[config.mk]
export PLATFORM = sky130hd
export DESIGN_NAME = jtpopeye_objdma
export DESIGN_NICKNAME = d
export VERILOG_FILES = /design/src/rtl/jtpopeye_objdma.sv
export SDC_FILE = /design/constraint.sdc
export NUM_CORES = 1
export LEC_CHECK = 0
export BUFFER_PORTS_ARGS = -buffer_cell sky130_fd_sc_hd__buf_2
export CAP_MARGIN = 15
export CORE_MARGIN = 5
export CORE_UTILIZATION = 55
export CTS_BUF_LIST = sky130_fd_sc_hd__clkbuf_4 sky130_fd_sc_hd__clkbuf_8
export CTS_CLUSTER_SIZE = 14
export DETAILED_ROUTE_END_ITERATION = 8
export PLACE_DENSITY = 0.86
export SYNTH_ARGS = -nofsm -noshare
export SYNTH_HDL_FRONTEND = slang
export SYNTH_SLANG_ARGS = --single-unit
[constraint.sdc]
create_clock -name clk -period 2.45 [get_ports clk]
set_input_delay 0.49 -clock clk [delete_from_list [all_inputs] [get_ports clk]]
set_output_delay 0.49 -clock clk [all_outputs]
set_load 0.05 [all_outputs]
[src/rtl/jtpopeye_objdma.sv]
// Object-table DMA engine.
// On each vertical-blank start it requests the CPU bus. It then copies OBJS objects of
// BYTES bytes each, starting at a programmable base address, into the object buffer.
// Bytes are assembled into one wide word per object, and each object is written with
// a single strobe.
// Ports:
//   clk, rst_n      clock, asynchronous active-low reset
//   cen             transfer clock enable, one byte per cen
//   VB              vertical blank (high during blank)
//   base            table start address, sampled on VB rise
//   DD_DMA          CPU RAM read data for the current AD_DMA
//   busak_n         bus acknowledge (active low)
//   busrq_n         bus request (active low)
//   dma_cs          high while the engine owns the address bus
//   AD_DMA          CPU RAM read address
//   obj_we          one-clk object buffer write strobe
//   obj_addr, DO    object index and assembled object (byte 0 in low lane)
//   done            one-clk pulse when the bus is handed back
`timescale 1ns/1ps
module jtpopeye_objdma #(
  parameter int unsigned AW        = 10,
  parameter int unsigned DW        = 8,
  parameter int unsigned BYTES     = 4,
  parameter int unsigned OBJS      = 128,
  parameter int unsigned OAW       = 7,
  parameter int unsigned STOP_ZERO = 0
) (
  input  logic                clk,
  input  logic                rst_n,
  input  logic                cen,
  input  logic                VB,
  input  logic [AW-1:0]       base,
  input  logic [DW-1:0]       DD_DMA,
  input  logic                busak_n,
  output logic                busrq_n,
  output logic                dma_cs,
  output logic [AW-1:0]       AD_DMA,
  output logic                obj_we,
  output logic [OAW-1:0]      obj_addr,
  output logic [BYTES*DW-1:0] DO,
  output logic                done
);

  localparam int unsigned OW = BYTES * DW;
  localparam int unsigned BW = $clog2(BYTES);

  typedef enum logic [1:0] {IDLE, REQ, XFER, REL} state_t;

  state_t          state_q, state_d;
  logic            vb_q;
  logic [AW-1:0]   base_q, base_d;
  logic [BW-1:0]   byte_q, byte_d;
  logic [OAW-1:0]  obj_q, obj_d;
  logic [OW-1:0]   lane_q, lane_d;
  logic            busrq_n_d, dma_cs_d, obj_we_d, done_d;
  logic [AW-1:0]   ad_d;
  logic [OAW-1:0]  obj_addr_d;
  logic [OW-1:0]   do_d;

  logic            vb_rise;
  logic            stop_hit;
  logic            last_byte;
  logic            last_obj;
  logic [OW-1:0]   asm_word;

  assign vb_rise   = VB & ~vb_q;
  assign last_byte = (byte_q == BW'(BYTES - 1));
  assign last_obj  = (obj_q == OAW'(OBJS - 1));

  // A zero in byte 0 of an object ends the list when enabled.
  always_comb begin
    stop_hit = (STOP_ZERO != 0) && (byte_q == '0) && (DD_DMA == '0);
  end

  // Incoming byte merged into its lane of the partially assembled object.
  always_comb begin
    asm_word = lane_q;
    asm_word[32'(byte_q) * DW +: DW] = DD_DMA;
  end

  // State register together with all registered outputs.
  always_ff @(posedge clk or negedge rst_n) begin
    if (!rst_n) begin
      state_q  <= IDLE;
      vb_q     <= 1'b0;
      base_q   <= '0;
      byte_q   <= '0;
      obj_q    <= '0;
      lane_q   <= '0;
      busrq_n  <= 1'b1;
      dma_cs   <= 1'b0;
      AD_DMA   <= '0;
      obj_we   <= 1'b0;
      obj_addr <= '0;
      DO       <= '0;
      done     <= 1'b0;
    end else begin
      state_q  <= state_d;
      vb_q     <= VB;
      base_q   <= base_d;
      byte_q   <= byte_d;
      obj_q    <= obj_d;
      lane_q   <= lane_d;
      busrq_n  <= busrq_n_d;
      dma_cs   <= dma_cs_d;
      AD_DMA   <= ad_d;
      obj_we   <= obj_we_d;
      obj_addr <= obj_addr_d;
      DO       <= do_d;
      done     <= done_d;
    end
  end

  // Next-state logic.
  always_comb begin
    state_d = state_q;
    unique case (state_q)
      IDLE: if (vb_rise) state_d = REQ;
      REQ: begin
        if (!VB)                   state_d = IDLE;
        else if (cen && !busak_n)  state_d = XFER;
      end
      XFER: if (cen && (!VB || stop_hit || (last_byte && last_obj))) state_d = REL;
      REL:  if (cen && busak_n) state_d = IDLE;
      default: state_d = IDLE;
    endcase
  end

  // Next values for datapath and outputs.
  always_comb begin
    base_d     = base_q;
    byte_d     = byte_q;
    obj_d      = obj_q;
    lane_d     = lane_q;
    busrq_n_d  = busrq_n;
    dma_cs_d   = dma_cs;
    ad_d       = AD_DMA;
    obj_we_d   = 1'b0;
    obj_addr_d = obj_addr;
    do_d       = DO;
    done_d     = 1'b0;
    unique case (state_q)
      IDLE: begin
        if (vb_rise) begin
          base_d    = base;
          busrq_n_d = 1'b0;
        end
      end
      REQ: begin
        if (!VB) begin
          busrq_n_d = 1'b1;
        end else if (cen && !busak_n) begin
          dma_cs_d = 1'b1;
          ad_d     = base_q;
          byte_d   = '0;
          obj_d    = '0;
        end
      end
      XFER: begin
        if (cen) begin
          if (!VB || stop_hit) begin
            // Partial object is dropped; release the bus.
            busrq_n_d = 1'b1;
            dma_cs_d  = 1'b0;
          end else begin
            lane_d = asm_word;
            ad_d   = AD_DMA + AW'(1);
            byte_d = byte_q + BW'(1);
            if (last_byte) begin
              do_d       = asm_word;
              obj_addr_d = obj_q;
              obj_we_d   = 1'b1;
              byte_d     = '0;
              obj_d      = obj_q + OAW'(1);
              if (last_obj) begin
                busrq_n_d = 1'b1;
                dma_cs_d  = 1'b0;
              end
            end
          end
        end
      end
      REL: begin
        if (cen && busak_n) done_d = 1'b1;
      end
      default: ;
    endcase
  end

endmodule
== Word level (Yosys, flattened, before mapping) ==
Cells that the tools add are included.

* Reduce and logical (&&, ||, !) cells: 18
* Div/mod/pow operators: 0
* Bitwise logic cells: 2
* Magnitude comparators: 0
* Add/subtract/negate cells: 4
* Multiplexer cells: 44
* Equal/unequal tests: 17
* Multiply operators: 0
* Shift-type cells: 2

{| class="wikitable"
|+ Operator list
! operator !! number
|-
| $mux 10 || 4
|-
| $mux 7 || 5
|-
| $neg 5->34 || 1
|-
| $shift 8x34->32 const A || 1
|-
| $shiftx 8x34->32 || 1
|-
| $bwmux 32 || 1
|-
| $mux 2 || 10
|-
| $pmux 10 s2 || 1
|-
| $mux 1 || 18
|-
| $ne 2x2->1 const B || 9
|-
| $reduce_and 6->1 || 3
|-
| $pmux 7 s2 || 1
|-
| $add 10x1->10 const B || 1
|-
| $ne 3x3->1 const B || 3
|-
| $pmux 2 s4 || 1
|-
| $reduce_and 4->1 || 2
|-
| $add 7x1->7 const B || 1
|-
| $eq 7x7->1 const B || 1
|-
| $eq 2x2->1 const B || 3
|-
| $reduce_and 5->1 || 1
|-
| $logic_and 1x1->1 || 4
|-
| $pmux 2 s2 || 1
|-
| $pmux 1 s3 || 1
|-
| $reduce_and 3->1 || 1
|-
| 11 further kinds || 12
|}

* Memory bits (read-only): 0
* Bits of input ports: 23
* Memories: 0
* Output and inout bits: 53
* Latch bits: 0
* Register bits after elaboration: 107
* Bits in writable memories: 0

== Logic depth before layout (Yosys ltp) ==
* Depth after elaboration: 6
* Mapped depth: 9
* Mapped depth without buffers: 7

== Worst setup path before layout ==
Ideal clock, no wire load.

* Kind: flip-flop to flip-flop
* Start: reg byte_q[0]
* End: reg lane_q[24]
* Arrival: 1.855 ns
* Setup time: 0.066 ns
* Setup slack: 0.529 ns
* Stages on the path, launching flop included: 7
* Period minus slack after synthesis: 1.921 ns
* Path through: dfrtp_1 inv_1 ha_1 nor4b_4 and2_1 buf_2 a22o_1

* Longest elaborated chain between the ends: 3

{| class="wikitable"
|+ Ends and longest elaborated chain
! what !! line !! text
|-
| start: declaration || 52 || <nowiki>logic [BW-1:0] byte_q, byte_d;</nowiki>
|-
| start signal: assignment || 101 || <nowiki>byte_q <= byte_d;</nowiki>
|-
| $neg 5->34 (*) || 78 || <nowiki>asm_word[32'(byte_q) * DW +: DW] = DD_DMA;</nowiki>
|-
| $shiftx 8x34->32 / $shift 8x34->32 (equally long branches) || 78 ||
|-
| $bwmux 32 (*) || 78 ||
|-
| end signal: assignment || 103 || <nowiki>lane_q <= lane_d;</nowiki>
|-
| end: declaration || 54 || <nowiki>logic [OW-1:0] lane_q, lane_d;</nowiki>
|}

Every way passes the cells marked *; elsewhere a longest branch is shown, timed or not.
A chain may end at the register's enable or synchronous reset.

== Worst setup path after layout ==
* Start: reg byte_q[0]
* End: reg lane_q[22]

Same word-level chain as after synthesis.

==> impl_metrics.toml <==
[outcome]
status = "completed"

[floorplan]
die_area_mm2 = 0.0108
rows = 34
start_util = 0.561
core-area_mm2 = 0.00868
die_w_um = 104
die_height_um = 104
io_pins = 76

[critical_path]
critPathCaptureType = "flip-flop"
cp_max_fo = 8
regToRegEndpoint = "lane_q[22]"
critical_path_class = "flip-flop to flip-flop"
crit_required_ns = 2.76
r2r-start = "byte_q[0]"
crit_path_start_kind = "flip-flop"
regToRegSetupSlack_ns = 0.27
worstRegToRegCells = 5
crit_arrival_ns = 2.48

[layout]
drive_gt1_frac = 0.239
antenna_cells = 0
stdcell_count = 643
area_delta_synth_final_pct = 14.0
regArea_mm2 = 0.00268
fillers = 709
finalNetCount = 566
multi_input_area_mm2 = 0.00204

[synth]
yosysSeqAreaShare = 0.550
synth_cell_types = 42
yosys.area.top_type = "dfrtp_1"
synth_area_leaders = "dfrtp_1 54%, a22o_1 5.9%, o21ai_0 4.7%"
synth-edff-count = 0
synth-async-reset-ratio = 1.00
netlist_area_mm2 = 0.00487
ys_seq_elements = 107
yosysWarnings = 0
syn_nets = 496
synth-main-ff-cell = "dfrtp_1"
avgSynthCellArea_um2 = 10.6
synth_cells = 461
netlist.area_leader.share = 0.544

[place]
gp_congestion = 0.813
post-place-ws_ns = 0.242
dp_hpwl_um = 7740
placedCellCount = 628
io_buffers = 75

[route]
route.detailed.drc = 0
drt_first_iter_violations = 109
vias = 3657
wl_per_cell_um = 16.7
via_per_inst = 5.69
ant_nets = 0
dr.pass1.iters = 4
wirelength_um = 10700

[clock_tree]
cts_tree = "done"
clkSinkCount = 107
post_cts_buffers = 0
cts_made_buffers = 9
htree_levels = 3
clkTransAtPathRegs_ns = 0.10
clock_latency_ns = 0.37
root_buffer = "clkbuf_8"
cts_buffer_depth = 2

[pwr]
fin_total_pwr_mw = 5.45
power.density_mw_per_mm2 = 981
vdd_drop_max_mv = 0.771
leakage_nw = 2.74

[sta]
max_freq_mhz = 459
finalSetupTns_ns = 0
setup_viol = 0
relSlewSlack = 0.566
tightest_slew_ns = 0.651
drv_slew = 0
finalCritPeriodShare = 0.889
hold_viol_final = 0
period_needed_ns = 2.18
hold_ws_ns = 0.142
fin_worst_skew_ns = 0.0128
finalWorstSetupSlack_ns = 0.271
rsz0062_at_grt = "false"

[global_routing]
track_usage = 0.207
grt_max_degree = 61
antenna_found_initial = 0
grt.overflow.total = 0
grt_pass1_vias = 3887
grt_pass1_wl_um = 18800

[flow_run]
cap_violations = 0

[min_path]
hp-class = "input pin to async pin"
## cell usage in the layout, fill, tap and decap left out, types with 2 or more instances in the layout
master      n
nand4_1     3
nor2_1      9
clkbuf_8    9
a22o_1     33
and2_1      6
nor2_2      2
mux2_2     16
nor3_2      2
buf_2      74
mux2i_1     6
and3_1      8
a21oi_1    44
ha_1       12
nand2_1    54
buf_4      11
inv_6       3
dfrtp_1   106
nor2b_1    33
nand3_1    11
o22ai_1     8
xor2_1      4
buf_12      2
o21ai_0    46
inv_1      10
## state kept, by name, indices dropped and copies added, names as in the netlist, named ones only
signal    flops
DO           32
lane_q       32
AD_DMA       10
base_q       10
obj_addr      7
obj_q         7
byte_q        2
busrq_n       1
dma_cs        1
done          1
obj_we        1
state_q       1
vb_q          1
## timing repair
item / in CTS / in global routing
hold buffers: 0 / 0
resized for setup: 0 / 1
endpoints found under the setup margin: 0 / 3
## kinds of logic after synthesis
family | synth area share
muxes | 0.0493
buffers and inverters | 0.0331
DFF | 0.550
AOI/OAI and AO/OA | 0.175
and+or+nand+nor | 0.155
xor gates and xnor gates | 0.00719
adders and majority gates | 0.0308
## worst max-delay path: stages (launching register included)
cell and delay, ns:
dfrtp_1 0.51, inv_1 0.21, ha_1 0.48, nor4bb_1 0.35
and2_1 0.36, a22o_1 0.20
## metrics by stage
step                      instance area, um2  utilization
after floorplan                         4870            -
final                                   5550        0.640
after detailed placement                5380        0.620
after global placement                  5380        0.620
after global routing                    5550        0.640
after CTS                               5550        0.640
## Yosys cell counts (2+ instances only)
cell type,count
inv_1,10
nor2b_1,33
nand3_1,11
mux2i_1,6
nand4_1,3
o22ai_1,8
a21oi_1,44
nand2_1,55
xor2_1,4
dfrtp_1,106
buf_2,9
nor2_1,10
and2_1,6
and3_1,8
o21ai_0,46
nor3_2,2
ha_1,12
buf_1,10
clkbuf_1,8
mux2_2,16
a22o_1,33
## routing by layer
| metal | up-vias | track usage | share of wire |
|---|---|---|---|
| met4 | 0 | 0.0777 | 0.018 |
| met1 | 1775 | 0.273 | 0.43 |
| li1 | 1760 | - | - |
| met3 | 19 | 0.0348 | 0.051 |
| met2 | 103 | 0.343 | 0.50 |
| met5 | - | 0 | 0 |
## area by class of cell
cell class / instances / share of cell area
Clock buffer: 9 / 0.0223
Multi-Input combinational cell: 316 / 0.367
Inverter: 10 / 0.00676
Clock inverter: 6 / 0.00856
Sequential cell: 107 / 0.482
Timing Repair Buffer: 87 / 0.0888
Tap cell: 108 / 0.0243
## power by group
part | internal (mW) | leakage [nW] | switching, mW
Combinational | 0.754 | 1.22 | 1.32
Sequential | 2.10 | 1.43 | 0.287
Clock | 0.376 | 0.0865 | 0.612
Total | 3.22 | 2.74 | 2.22
## how the worst max path moves through the flow
stage,slack [ns],from,to
floorplan,0.53,byte_q[0],lane_q[24]
global placement,0.38,VB,AD_DMA[7]
detailed placement,0.24,flip-flop,AD_DMA[3]
CTS,0.23,flip-flop,AD_DMA[3]
global route,0.10,byte_q[0],lane_q[22]
finish,0.27,byte_q[0],lane_q[22]
(Power assumes the default switching activity.)
